<file path="src/rtl/fetch_pkg.sv">
`default_nettype none
// ============================================================================
// Module      : fetch_pkg
// Description : Shared widths, constants and the prefetch entry type.
// Revision    : 1.0 - initial release
// ============================================================================
package fetch_pkg;

  localparam int INSTR_W = 32;
  localparam int ADDR_W  = 32;

  localparam logic [INSTR_W-1:0] NOP_INSTR = 32'h0000_0000;
  localparam logic [ADDR_W-1:0]  PC_STEP   = 32'd4;

  typedef struct packed {
    logic [ADDR_W-1:0]  pc;
    logic [INSTR_W-1:0] instr;
  } fetch_entry_t;

endpackage
`default_nettype wire

</file>
<file path="src/rtl/instr_fetch_unit_if.sv">
`default_nettype none
// ============================================================================
// Module      : instr_fetch_unit_if
// Description : Instruction memory request/grant and in-order response bus.
// Revision    : 1.0 - initial release
// ============================================================================
interface instr_fetch_unit_if;
  import fetch_pkg::*;

  logic               imem_req_o;
  logic [ADDR_W-1:0]  imem_addr_o;
  logic               imem_gnt_i;
  logic               imem_rvalid_i;
  logic [INSTR_W-1:0] imem_rdata_i;

  modport master (
    output imem_req_o,
    output imem_addr_o,
    input  imem_gnt_i,
    input  imem_rvalid_i,
    input  imem_rdata_i
  );

  modport slave (
    input  imem_req_o,
    input  imem_addr_o,
    output imem_gnt_i,
    output imem_rvalid_i,
    output imem_rdata_i
  );

endinterface
`default_nettype wire

</file>
<file path="src/rtl/fetch_fifo.sv">
`default_nettype none
// ============================================================================
// Module      : fetch_fifo
// Description : Synchronous prefetch FIFO of fetch entries with flush.
// Revision    : 1.0 - initial release
// ============================================================================
module fetch_fifo
  import fetch_pkg::*;
#(
  parameter int DEPTH = 4
) (
  input  wire logic                      clk,
  input  wire logic                      rst,
  input  wire logic                      i_push,
  input  wire fetch_entry_t              i_data,
  input  wire logic                      i_pop,
  input  wire logic                      i_flush,
  output fetch_entry_t                   o_head,
  output logic                           o_full,
  output logic                           o_empty,
  output logic [$clog2(DEPTH):0]         o_count
);

  localparam int c_PTR_W = $clog2(DEPTH);
  localparam int c_CNT_W = c_PTR_W + 1;

  fetch_entry_t       r_mem [DEPTH];
  logic [c_PTR_W-1:0] r_wptr;
  logic [c_PTR_W-1:0] r_rptr;
  logic [c_CNT_W-1:0] r_count;

  logic w_do_push;
  logic w_do_pop;

  assign o_full    = (r_count == c_CNT_W'(DEPTH));
  assign o_empty   = (r_count == '0);
  assign o_count   = r_count;
  assign o_head    = r_mem[r_rptr];
  assign w_do_push = i_push & ~o_full;
  assign w_do_pop  = i_pop & ~o_empty;

  // Pointers wrap naturally because DEPTH is a power of two.
  always_ff @(posedge clk or posedge rst) begin
    if (rst) begin
      r_wptr  <= '0;
      r_rptr  <= '0;
      r_count <= '0;
    end else if (i_flush) begin
      r_wptr  <= '0;
      r_rptr  <= '0;
      r_count <= '0;
    end else begin
      if (w_do_push) r_wptr <= r_wptr + c_PTR_W'(1);
      if (w_do_pop)  r_rptr <= r_rptr + c_PTR_W'(1);
      r_count <= r_count + c_CNT_W'(w_do_push) - c_CNT_W'(w_do_pop);
    end
  end

  always_ff @(posedge clk) begin
    if (w_do_push && !i_flush) r_mem[r_wptr] <= i_data;
  end

endmodule
`default_nettype wire

</file>
<file path="src/rtl/instr_fetch_unit.sv">
`default_nettype none
// ============================================================================
// Module      : instr_fetch_unit
// Description : PC, credit-limited imem fetch, stale-response drop, prefetch.
// Revision    : 1.0 - initial release
// ============================================================================
module instr_fetch_unit
  import fetch_pkg::*;
#(
  parameter logic [ADDR_W-1:0] RESET_PC   = 32'h0000_0000,
  parameter int                FIFO_DEPTH = 4
) (
  input  wire logic                clk,
  input  wire logic                rst,
  input  wire logic                stall_i,
  input  wire logic                redirect_valid_i,
  input  wire logic [ADDR_W-1:0]   redirect_pc_i,
  instr_fetch_unit_if.master       imem,
  output logic [INSTR_W-1:0]       instr_o,
  output logic [ADDR_W-1:0]        pc_o,
  output logic                     instr_valid_o
);

  localparam int c_CNT_W = $clog2(FIFO_DEPTH) + 1;
  localparam int c_SUM_W = c_CNT_W + 1;

  logic [ADDR_W-1:0]  r_fetch_pc;
  logic [ADDR_W-1:0]  r_resp_pc;
  logic [c_CNT_W-1:0] r_outstanding;
  logic [c_CNT_W-1:0] r_drop_cnt;

  fetch_entry_t       w_head;
  fetch_entry_t       w_push_data;
  logic [c_CNT_W-1:0] w_count;
  logic [c_CNT_W-1:0] w_outstanding_nxt;
  logic [c_SUM_W-1:0] w_credit_used;
  logic               w_full;
  logic               w_empty;
  logic               w_pop;
  logic               w_req;
  logic               w_accept;
  logic               w_resp;
  logic               w_drop;
  logic               w_push;

  assign w_pop = ~w_empty & ~stall_i;

  // Credits cover both in-flight reads and buffered words, so a push never finds the FIFO full.
  assign w_credit_used = {1'b0, r_outstanding} + {1'b0, w_count} - c_SUM_W'(w_pop);
  assign w_req    = ~rst & ~redirect_valid_i & (w_credit_used < c_SUM_W'(FIFO_DEPTH));
  assign w_accept = w_req & imem.imem_gnt_i;
  assign w_resp   = imem.imem_rvalid_i & (r_outstanding != '0);
  assign w_drop   = w_resp & (r_drop_cnt != '0);
  assign w_push   = w_resp & ~w_drop & ~redirect_valid_i & ~w_full;

  assign w_outstanding_nxt = r_outstanding + c_CNT_W'(w_accept) - c_CNT_W'(w_resp);
  assign w_push_data       = '{pc: r_resp_pc, instr: imem.imem_rdata_i};

  always_ff @(posedge clk or posedge rst) begin
    if (rst) begin
      r_fetch_pc    <= RESET_PC;
      r_resp_pc     <= RESET_PC;
      r_outstanding <= '0;
      r_drop_cnt    <= '0;
    end else begin
      r_outstanding <= w_outstanding_nxt;
      if (redirect_valid_i) begin
        r_fetch_pc <= redirect_pc_i & ~32'h3;
        r_resp_pc  <= redirect_pc_i & ~32'h3;
        r_drop_cnt <= w_outstanding_nxt;
      end else begin
        if (w_accept) r_fetch_pc <= r_fetch_pc + PC_STEP;
        if (w_push)   r_resp_pc  <= r_resp_pc + PC_STEP;
        if (w_drop)   r_drop_cnt <= r_drop_cnt - c_CNT_W'(1);
      end
    end
  end

  fetch_fifo #(
    .DEPTH (FIFO_DEPTH)
  ) u_fifo (
    .clk     (clk),
    .rst     (rst),
    .i_push  (w_push),
    .i_data  (w_push_data),
    .i_pop   (w_pop),
    .i_flush (redirect_valid_i),
    .o_head  (w_head),
    .o_full  (w_full),
    .o_empty (w_empty),
    .o_count (w_count)
  );

  assign imem.imem_req_o  = w_req;
  assign imem.imem_addr_o = r_fetch_pc;
  assign instr_valid_o    = ~w_empty;
  assign instr_o          = w_empty ? NOP_INSTR : w_head.instr;
  assign pc_o             = w_empty ? '0 : w_head.pc;

endmodule
`default_nettype wire
</file>
<file path="src/flat_wrapper.sv">
// flat-port wrapper written by rule: the top's interface ports become plain ports
module instr_fetch_unit_flat import fetch_pkg::*;
#(
  parameter logic [ADDR_W-1:0] RESET_PC   = 32'h0000_0000,
  parameter int                FIFO_DEPTH = 4
)
  (clk, rst, stall_i, redirect_valid_i, redirect_pc_i, instr_o, pc_o, instr_valid_o, imem_imem_req_o, imem_imem_addr_o, imem_imem_gnt_i, imem_imem_rvalid_i, imem_imem_rdata_i);
  instr_fetch_unit_if imem_i ();
  input  wire logic clk;
  input  wire logic rst;
  input  wire logic stall_i;
  input  wire logic redirect_valid_i;
  input  wire logic [ADDR_W-1:0] redirect_pc_i;
  output logic [INSTR_W-1:0] instr_o;
  output logic [ADDR_W-1:0] pc_o;
  output logic instr_valid_o;
  output wire logic [$bits(imem_i.imem_req_o)-1:0] imem_imem_req_o;
  output wire logic [$bits(imem_i.imem_addr_o)-1:0] imem_imem_addr_o;
  input wire logic [$bits(imem_i.imem_gnt_i)-1:0] imem_imem_gnt_i;
  input wire logic [$bits(imem_i.imem_rvalid_i)-1:0] imem_imem_rvalid_i;
  input wire logic [$bits(imem_i.imem_rdata_i)-1:0] imem_imem_rdata_i;
  assign imem_imem_req_o = imem_i.imem_req_o;
  assign imem_imem_addr_o = imem_i.imem_addr_o;
  assign imem_i.imem_gnt_i = imem_imem_gnt_i;
  assign imem_i.imem_rvalid_i = imem_imem_rvalid_i;
  assign imem_i.imem_rdata_i = imem_imem_rdata_i;
  instr_fetch_unit #(.RESET_PC(RESET_PC), .FIFO_DEPTH(FIFO_DEPTH)) u_core (.clk(clk), .rst(rst), .stall_i(stall_i), .redirect_valid_i(redirect_valid_i), .redirect_pc_i(redirect_pc_i), .imem(imem_i), .instr_o(instr_o), .pc_o(pc_o), .instr_valid_o(instr_valid_o));
endmodule
</file>
<file path="config.mk">
export PLATFORM = sky130hd
export DESIGN_NAME = instr_fetch_unit_flat
export DESIGN_NICKNAME = d
export VERILOG_FILES = /design/src/rtl/fetch_pkg.sv /design/src/rtl/instr_fetch_unit_if.sv /design/src/rtl/fetch_fifo.sv /design/src/rtl/instr_fetch_unit.sv /design/src/flat_wrapper.sv
export SDC_FILE = /design/constraint.sdc
export NUM_CORES = 1
export LEC_CHECK = 0
export BUFFER_PORTS_ARGS = -buffer_cell sky130_fd_sc_hd__clkbuf_2
export CORE_ASPECT_RATIO = 0.7
export CORE_MARGIN = 2
export CORE_UTILIZATION = 40
export CTS_CLUSTER_DIAMETER = 40
export DETAILED_ROUTE_END_ITERATION = 8
export GPL_ROUTABILITY_DRIVEN = 0
export SYNTH_ARGS = -nofsm -noshare
export SYNTH_HDL_FRONTEND = slang
export SYNTH_HIERARCHICAL = 1
export SYNTH_SLANG_ARGS = --single-unit
</file>
<file path="constraint.sdc">
create_clock -name clk -period 6.9 [get_ports clk]
set_input_delay 2.07 -clock clk [delete_from_list [all_inputs] [get_ports clk]]
set_output_delay 2.07 -clock clk [all_outputs]
set_load 0.05 [all_outputs]
</file>
==> flow_metrics.tcl <==
set metrics [dict create \
    clk_pin_slew_ns 0.06 \
    synth_top_family_by_area "multiplexers" \
    grt_usage 0.1711 \
    finalSetupTns_ns 0 \
    grt_pass1_wl_mm 48.62 \
    path_buf_inv 3 \
    crit_family "compound AO/OA/AOI/OAI gates" \
    clockRootBuffer "clkbuf_16" \
    num_rows 57 \
    layout-drive-gt1-share 0.3274 \
    required_ns 4.83 \
    synth_cells 861 \
    crit_arrival_ns 4.07 \
    drtAntennaViolNets 0 \
    synth.top_cells.by_area "edfxtp_1 54%, dfrtp_1 13%, mux4_2 10%" \
    fin_nets 1132 \
    ys.flop_type "edfxtp_1" \
    synth_top_area_frac 0.5397 \
    cts_tree "built" \
    drv_cap 0 \
    min_period_ns 6.136 \
    overflow 0 \
    drtPass1Iterations 6 \
    cp_slowest_stage_delay_ns 0.27 \
    via_count 8103 \
    grt_pass1_vias 8180 \
    fin_crit_sh 0.8893 \
    n_antenna_cell 0 \
    routedWlPerCell_um 20.46 \
    relSlewSlack 0.2802 \
    cts_made_buffers 40 \
    design_area_um2 16820 \
    worst-setup-path-type "in2out" \
    fin_worst_skew_ns 0.03040 \
    grt_max_degree 68 \
    core_um2 34870 \
    yosys.area_share.simple 0.08450 \
    ir_drop_uv 163.5 \
    crit_fanout 6 \
    ys_ff_latch 329 \
    setup.worst_path.start_class "input pin" \
    drt-total-wl_mm 31.59 \
    synthAdderAreaFrac 0.01774 \
    cts_hold_buf 0 \
    initial_core_util 0.4085 \
    cts_max_level 2 \
    initialDrtViolationCount 537 \
    p_leak_uw 0.005939 \
    cts_resized 0 \
    hold_viol 0 \
    rsz0062_at_grt "no" \
    dieHeight_um 161.9 \
    min_path_type "reg2reg" \
    final_cell_mix "256 x edfxtp_1, 163 x clkbuf_2, 71 x dfrtp_1" \
    clock_sinks 329 \
    cts_setup_buffers 0 \
    drc 0 \
    tightest_slew_ns 1.080 \
    synth_xor_area_frac 0.03874 \
    pwr_density_cell_nw_per_um2 300.1 \
    io_buffers 163 \
    syn-mean-instance-area_um2 16.54 \
    areaGrowthSynthToFinish_pct 18.09 \
    via_per_inst 5.248 \
    dp_hpwl_mm 20.10 \
    dieArea_um2 37160 \
    setup.worst_path.end_class "primary output" \
    antenna_found_initial 0 \
    synth_compound_area_frac 0.04111 \
    synthArstFlopShare 0.2219 \
    whs_ns 0.5701 \
    clk_path_buf_depth 3 \
    yosysWarningCount 6 \
    crit_chain "clkbuf_2 > nor2_1 > ha_1 > inv_1 > ha_1 > and3b_1 > o21ai_0 > a21bo_2 > a22oi_1 > nor3_1 > clkbuf_2" \
    report.final.slew_viol_count 0 \
    clkLatencyLatePin_ns 0.54 \
    fin_total_pwr_uw 5048 \
    synth-edff-count 256 \
    die_w_um 229.6 \
    ios 168 \
    final_common_cell "edfxtp_1" \
    crit_slowest_cell "a22oi_1" \
    synth_cell_types 52 \
    place_area_um2 15570 \
    setup_viol 0 \
    ys_seq_area_frac 0.6679 \
    synth_top_cell_by_area "edfxtp_1" \
    synthMuxAreaShare 0.1263 \
    outcome "completed" \
    syn-cell-area_um2 14240 \
    max_freq_mhz 163.0 \
]
[power breakdown]
group          switching, µW  total [µW]  leakage, µW  internal (µW)
logic                    517         746      0.00218            229
clock network            800        1970     0.000609           1170
registers               94.5        2330      0.00315           2230
total                   1410        5050      0.00594           3640
[metrics by stage]
| step | setup WS, ns | util | std cells |
|---|---|---|---|
| 3_3_place_gp | 0.7746 | 0.4465 | 1473 |
| 5_1_grt | 0.6091 | 0.4824 | 1544 |
| 4_1_cts | 0.7587 | 0.4824 | 1544 |
| 2_1_floorplan | 0.5182 | - | 870 |
| 3_5_place_dp | 0.7608 | 0.4465 | 1473 |
| 6_report | 0.7641 | 0.4824 | 1544 |
[worst reg2reg max path, delay by kind of cell (launching register included)]
kind,cells,cell delay [ns]
DFF,1,0.42
and+or+nand+nor,4,1.59
xor gates and xnor gates,1,0.20
AOI/OAI and AO/OA,1,0.07
buffers and inverters,4,0.24
adders and majority gates,5,1.45
[cell families after synthesis]
logic type,after synthesis
AOI/OAI and AO/OA,74
xor gates and xnor gates,63
adders and majority gates,19
buffers and inverters,72
DFF,329
muxes,96
other,1
and+or+nand+nor,207
[cells in the mapped netlist (3+ instances only)]
| library cell | instances |
|---|---|
| edfxtp_1 | 256 |
| dfrtp_1 | 73 |
| nor2b_1 | 66 |
| mux4_2 | 64 |
| xor2_1 | 32 |
| xnor2_1 | 31 |
| mux2_2 | 30 |
| clkbuf_1 | 27 |
| inv_1 | 27 |
| nand2_1 | 27 |
| nand4_1 | 20 |
| nand3_1 | 18 |
| nor2_1 | 18 |
| ha_1 | 17 |
| a21oi_1 | 16 |
| and4_1 | 14 |
| a2111oi_2 | 10 |
| and3_1 | 10 |
| o21ai_0 | 10 |
| a211oi_1 | 8 |
| and2_1 | 8 |
| nand2b_1 | 8 |
| a21boi_0 | 7 |
| nor3_1 | 7 |
| buf_2 | 6 |
| buf_4 | 6 |
| a21boi_1 | 5 |
| o2111ai_1 | 4 |
| a2111oi_1 | 3 |
| buf_6 | 3 |
| nor3b_1 | 3 |
[sequential cells by signal, indices dropped and copies added (netlist names)]
| signal | cells |
|---|---|
| u_core/u_fifo/o_count | 3 |
| u_core/u_fifo/r_mem | 256 |
| u_core/r_drop_cnt | 3 |
| u_core/u_fifo/r_rptr | 2 |
| u_core/imem.imem_addr_o | 30 |
| u_core/r_resp_pc | 30 |
| u_core/r_outstanding | 3 |
| u_core/u_fifo/r_wptr | 2 |
[worst paths after layout]
kind / slack [ns] / to / depth (start not counted) / from
min: 0.57 / u_core/u_fifo/r_mem[3][63] / 0 / u_core/r_resp_pc[31]
max: 0.76 / imem_imem_req_o / 11 / stall_i
min reg2reg: 0.57 / u_core/u_fifo/r_mem[3][63] / 0 / u_core/r_resp_pc[31]
max reg2reg: 2.86 / u_core/r_drop_cnt[2] / 15 / u_core/u_fifo/o_count[2]
min in group asynchronous: 1.53 / u_core/r_resp_pc[31] / 2 / rst
max in group asynchronous: 4.31 / u_core/r_resp_pc[17] / 3 / rst
[final cells by class]
type                    instances  area (µm²)
flip-flops and latches        329        9519
inverters                      28       105.1
clock inverters                22       193.9
repair buffers                175       905.9
multi-input cells             469        4452
clock buffers                  49        1056
fillers                      3017       18050
well taps                     472       590.6
[per-layer routing]
layer  up-vias  global-route usage  routed length [µm]
li1       3675                   -                   -
met1      4218              0.2556               15320
met2       178              0.2615               14520
met3        32             0.03002                1366
met4         0             0.04162                 386
met5         -                   0                   0
(Power assumes the default switching activity.)
